[src/rtl/bcd_counter_chain_pkg.sv]
// Shared definitions for the cascaded modulo-RADIX counter: limit-mode
// constants and packed-digit helpers.
package bcd_counter_chain_pkg;

    localparam int unsigned SAT_WRAP = 0;
    localparam int unsigned SAT_HOLD = 1;

    // Minimum bits needed to hold digit values 0..radix-1.
    function automatic int unsigned digit_width(input int unsigned radix);
        return (radix <= 2) ? 1 : $clog2(radix);
    endfunction

    // LSB position of digit idx inside a packed digit vector.
    function automatic int unsigned digit_lsb(input int unsigned idx, input int unsigned dw);
        return idx * dw;
    endfunction

endpackage

[src/rtl/bcd_counter_chain_digit.sv]
// Single modulo-RADIX up/down digit with clear, clamped load and step enable.
module bcd_digit #(
    parameter int unsigned RADIX = 10,
    parameter int unsigned DW    = 4
) (
    input  logic          clk,
    input  logic          rst_n,
    input  logic          step,
    input  logic          up,
    input  logic          clr,
    input  logic          load,
    input  logic [DW-1:0] load_digit,
    output logic [DW-1:0] value,
    output logic          at_limit
);

    localparam int unsigned DWX = DW + 1;
    localparam logic [DW-1:0]  MAX_DIG = DW'(RADIX - 1);
    localparam logic [DWX-1:0] RADIX_X = DWX'(RADIX);

    logic [DW-1:0] value_d, value_q;

    assign value    = value_q;
    assign at_limit = up ? (value_q == MAX_DIG) : (value_q == '0);

    // Out-of-range load digits clamp so no value >= RADIX is ever stored.
    always_comb begin
        value_d = value_q;
        if (clr) begin
            value_d = '0;
        end else if (load) begin
            value_d = ({1'b0, load_digit} >= RADIX_X) ? MAX_DIG : load_digit;
        end else if (step) begin
            if (up) begin
                value_d = (value_q == MAX_DIG) ? '0 : value_q + DW'(1);
            end else begin
                value_d = (value_q == '0) ? MAX_DIG : value_q - DW'(1);
            end
        end
    end

    always_ff @(posedge clk or negedge rst_n) begin
        if (!rst_n) begin
            value_q <= '0;
        end else begin
            value_q <= value_d;
        end
    end

endmodule

[src/rtl/bcd_counter_chain.sv]
// Multi-digit cascaded up/down counter with terminal carry, wrap/saturate
// limit handling and a sticky overflow flag.
module bcd_counter_chain
    import bcd_counter_chain_pkg::*;
#(
    parameter int unsigned DIGITS   = 4,
    parameter int unsigned RADIX    = 10,
    parameter int unsigned DW       = 4,
    parameter int unsigned SATURATE = SAT_WRAP
) (
    input  logic                 clk,
    input  logic                 rst_n,
    input  logic                 en,
    input  logic                 up,
    input  logic                 clr,
    input  logic                 load,
    input  logic [DIGITS*DW-1:0] load_val,
    output logic [DIGITS*DW-1:0] count,
    output logic                 carry,
    output logic                 ovf
);

    logic [DIGITS-1:0] at_limit;
    logic [DIGITS-1:0] step_c;
    logic [DIGITS-1:0] lower_mask;
    logic              hold_c;
    logic              ovf_d, ovf_q;

    assign carry  = en & ~clr & ~load & (&at_limit);
    assign hold_c = (SATURATE == SAT_HOLD) ? carry : 1'b0;
    assign ovf    = ovf_q;

    // Digit i steps only when every lower digit sits at its limit.
    always_comb begin
        step_c     = '0;
        lower_mask = '0;
        for (int unsigned i = 0; i < DIGITS; i++) begin
            lower_mask = (DIGITS'(1) << i) - DIGITS'(1);
            step_c[i]  = en & ~hold_c & (&(at_limit | ~lower_mask));
        end
    end

    always_comb begin
        ovf_d = ovf_q;
        if (clr) begin
            ovf_d = 1'b0;
        end else if (carry) begin
            ovf_d = 1'b1;
        end
    end

    always_ff @(posedge clk or negedge rst_n) begin
        if (!rst_n) begin
            ovf_q <= 1'b0;
        end else begin
            ovf_q <= ovf_d;
        end
    end

    for (genvar g = 0; g < DIGITS; g++) begin : g_digit
        bcd_digit #(
            .RADIX (RADIX),
            .DW    (DW)
        ) u_digit (
            .clk        (clk),
            .rst_n      (rst_n),
            .step       (step_c[g]),
            .up         (up),
            .clr        (clr),
            .load       (load),
            .load_digit (load_val[digit_lsb(g, DW) +: DW]),
            .value      (count[digit_lsb(g, DW) +: DW]),
            .at_limit   (at_limit[g])
        );
    end

endmodule

[config.mk]
export PLATFORM = sky130hd
export DESIGN_NAME = bcd_counter_chain
export DESIGN_NICKNAME = d
export VERILOG_FILES = /design/src/rtl/bcd_counter_chain_pkg.sv /design/src/rtl/bcd_counter_chain_digit.sv /design/src/rtl/bcd_counter_chain.sv
export SDC_FILE = /design/constraint.sdc
export NUM_CORES = 1
export LEC_CHECK = 0
export ABC_CLOCK_PERIOD_IN_PS = 2500
export CORE_ASPECT_RATIO = 0.75
export CORE_MARGIN = 1.5
export CORE_UTILIZATION = 50
export CTS_BUF_LIST = sky130_fd_sc_hd__clkbuf_4 sky130_fd_sc_hd__clkbuf_8 sky130_fd_sc_hd__clkbuf_16
export DETAILED_ROUTE_END_ITERATION = 16
export GPL_ROUTABILITY_DRIVEN = 0
export GPL_TIMING_DRIVEN = 0
export PLACE_DENSITY = 0.79
export SLEW_MARGIN = 0
export SYNTH_ARGS = -nofsm -noshare
export SYNTH_HDL_FRONTEND = slang
export SYNTH_SLANG_ARGS = --single-unit
[constraint.sdc]
create_clock -name clk -period 2.5 [get_ports clk]
set_clock_uncertainty 0.2 [all_clocks]
set_input_delay 0.5 -clock clk [delete_from_list [all_inputs] [get_ports clk]]
set_output_delay 0.5 -clock clk [all_outputs]
set_load 0.05 [all_outputs]
==> results.py <==
metrics = {
    "placed_design": {
        "dpl_worst_slack_ns": -1.38,
        "place_hpwl_um": 3490,
        "placed_cells": 303,
        "port-buffer-count": 38,
    },
    "global_routing": {
        "grt_pass1_vias": 1669,
        "antenna_found_initial": 0,
        "grt_overflow": 0,
        "grt_pass1_wl_um": 8160,
        "grt_max_degree": 18,
        "grt_use_total_pct": 28.2,
    },
    "layout": {
        "diodes": 0,
        "regArea_um2": 435,
        "nFillCells": 278,
        "fin_cells": 313,
        "area_delta_synth_final_pct": 37.9,
        "multi_input_area_mm2": 0.00124,
        "drive_above_1_share_pct": 19.8,
        "fin_util_pct": 71.8,
        "finalNetCount": 302,
    },
    "yosys": {
        "ys_warn_count": 0,
        "synth_most_common_cell": "nor2_1",
        "synth_edf_count": 0,
        "synth_top_area_share_pct": 25.0,
        "synth-async-reset-ratio_pct": 100,
        "ys_top_cells_by_area": "dfrtp_1 25%, o21ai_0 5.3%, nor2_1 5.3%",
        "synth_seq_area_share_pct": 25.0,
        "syn_avg_cell_area_um2": 7.55,
        "syn_inst": 225,
        "synth_nets": 253,
        "synthTopCellsByCount": "24 x nor2_1, 18 x o21ai_0, 17 x dfrtp_1, 17 x nand2_1, 16 x a21oi_1",
        "synth_cell_types": 53,
        "synth_top_area_cell": "dfrtp_1",
        "ys_seq_elements": 17,
        "syn_area_mm2": 0.00170,
        "synth_flop_cell": "dfrtp_1",
    },
    "critical_path": {
        "required_ns": 1.80,
        "critical_path.max_fanout": 10,
        "path_class": "in -> out",
        "r2r_start": "g_digit[0].u_digit.value[1]$_DFFE_PN0P_",
        "cp-start-kind": "input port",
        "cp-end-kind": "output pin",
        "crit_arrival_ns": 1.95,
        "startpoint": "up",
    },
    "cts": {
        "cts_sinks": 17,
        "cts_buffers": 3,
        "cts_root_buffer": "clkbuf_8",
        "worst_skew_pair.late_latency_ns": 0.27,
        "clkTransAtPathRegs_ns": 0.07,
        "tritoncts": "built",
        "cts.htree.levels": 1,
        "cts_hold_buf": 0,
        "clock_path_buffers": 2,
    },
    "timing": {
        "setup_viol": 1,
        "drv_slew": 0,
        "final.period_utilization_pct": 106,
        "fin_ws_ns": -0.149,
        "tightest_slew_ns": 0.914,
        "rsz0062_at_grt": "yes",
        "hold_viol": 0,
        "max_freq_mhz": 377,
        "finalCriticalPeriod_ns": 2.65,
        "relSlewSlack_pct": 38.8,
    },
    "pwr": {
        "power_switching_share_pct": 38.9,
        "p_switching_mw": 0.376,
        "p_seq_share_pct": 33.2,
        "clockPowerShare_pct": 24.4,
        "p_leak_nw": 0.884,
        "cell_internal_pwr_mw": 0.591,
        "peakVddDrop_uv": 274,
        "cellPowerDensity_mw_per_mm2": 413,
        "combPwrFrac_pct": 42.4,
    },
    "flow_run": {
        "drv_cap": 0,
    },
    "status": {
        "outcome": "finished with violations",
        "violations": "setup timing",
    },
    "drt": {
        "drtPass1Iterations": 5,
        "wl_per_cell_um": 16.3,
        "drc": 0,
        "antenna_left": 0,
        "dr.first_iter.drc_count": 269,
        "num_vias": 1957,
        "drt_wl_total_um": 5100,
        "viasPerCell": 6.25,
    },
    "floorplan": {
        "core-area_mm2": 0.00327,
        "start_util_pct": 52.0,
        "dieArea_mm2": 0.00376,
        "rows": 18,
        "die_y_um": 53.5,
        "fp.dieW_um": 70.3,
        "io-pin-count": 40,
    },
    "hold_path": {
        "hp-class": "reg -> reg",
        "worstHoldStart": "ovf$_DFFE_PN0P_",
    },
}
## final timing paths
| path | end | slack (ns) | cells after the start |
|---|---|---|---|
| worst min register to register | ovf$_DFFE_PN0P_ | 0.32 | 2 |
| max in group asynchronous | g_digit[1].u_digit.value[3]$_DFFE_PN0P_ | 0.94 | 1 |
| worst max-delay path | carry | -0.15 | 6 |
| worst max register to register | g_digit[3].u_digit.value[2]$_DFFE_PN0P_ | 0.15 | 9 |
| min in group asynchronous | ovf$_DFFE_PN0P_ | 0.54 | 1 |
| worst min-delay path | ovf$_DFFE_PN0P_ | 0.32 | 2 |
## layer usage
layer  vias to the layer above  track usage [%]  part of all wire [%]
met4                         0             4.81                  0.20
met5                         -                0                     0
met1                       915             40.7                    46
li1                        939                -                     -
met2                       101             42.9                    44
met3                         2             6.86                   9.8
## logic make-up (layout without fill, tap and decap cells)
family	Yosys count	count (layout)	synth area share, %
AOI/OAI and AO/OA	73	73	28.9
xor gates and xnor gates	5	5	2.58
adders and majority gates	6	6	4.42
buffers and inverters	26	74	6.48
DFF	17	17	25.0
muxes	1	1	0.589
and+or+nand+nor	97	97	32.0
## what timing repair did
action	in CTS	in global routing
pin swaps	5	2
endpoints found under the hold margin	0	0
buffers inserted	6	4
resized for setup	26	5
endpoints found under the setup margin	2	2
## critical path: stages
cell and delay (ns):
clkdlybuf4s15_1 0.19, buf_6 0.15, clkbuf_1 0.28, o31ai_2 0.38, and4b_4 0.29, buf_8 0.15
## registers in the layout, indices dropped and copies added, names as in the netlist
| register | count |
|---|---|
| g_digit.u_digit.value | 16 |
| ovf | 1 |
## per-stage QoR
stage | hold slack, ns | area, um2 | total power [mW] | TNS (ns)
2_1_floorplan | 0.00441 | 1740 | 0.576 | 0
3_3_place_gp | 0.294 | 2170 | 0.697 | -3.24
3_5_place_dp | 0.293 | 2170 | 0.701 | -3.36
4_1_cts | 0.319 | 2300 | 0.951 | -0.136
5_1_grt | 0.349 | 2340 | 1.02 | -0.203
6_report | 0.316 | 2340 | 0.968 | -0.149
## layout make-up
| type | instances | area share, % |
|---|---|---|
| clock buffer | 4 | 2.08 |
| sequential | 17 | 18.6 |
| inverter | 8 | 1.28 |
| buffer | 14 | 3.31 |
| timing repair buffer | 48 | 19.7 |
| tap | 40 | 2.14 |
| multi-input combinational | 182 | 52.9 |
## cells in the final DEF, fill, tap and decap left out, types with 6 or more instances in the layout
cell type	count
buf_4	11
nand2b_1	8
dfrtp_2	8
clkbuf_1	8
nand2_1	17
dfrtp_1	9
clkdlybuf4s50_1	35
nand3_1	6
a21oi_1	16
o21ai_0	18
nor2_1	20
## power groups by stage
stage | Clock, mW | Combinational [mW] | Sequential (mW)
finish | 0.236 | 0.410 | 0.321
global route | 0.256 | 0.443 | 0.325
CTS | 0.238 | 0.397 | 0.317
detailed placement | 0 | 0.379 | 0.322
global placement | 0 | 0.376 | 0.321
floorplan | 0 | 0.197 | 0.379
Power figures use the tool's default switching activity.
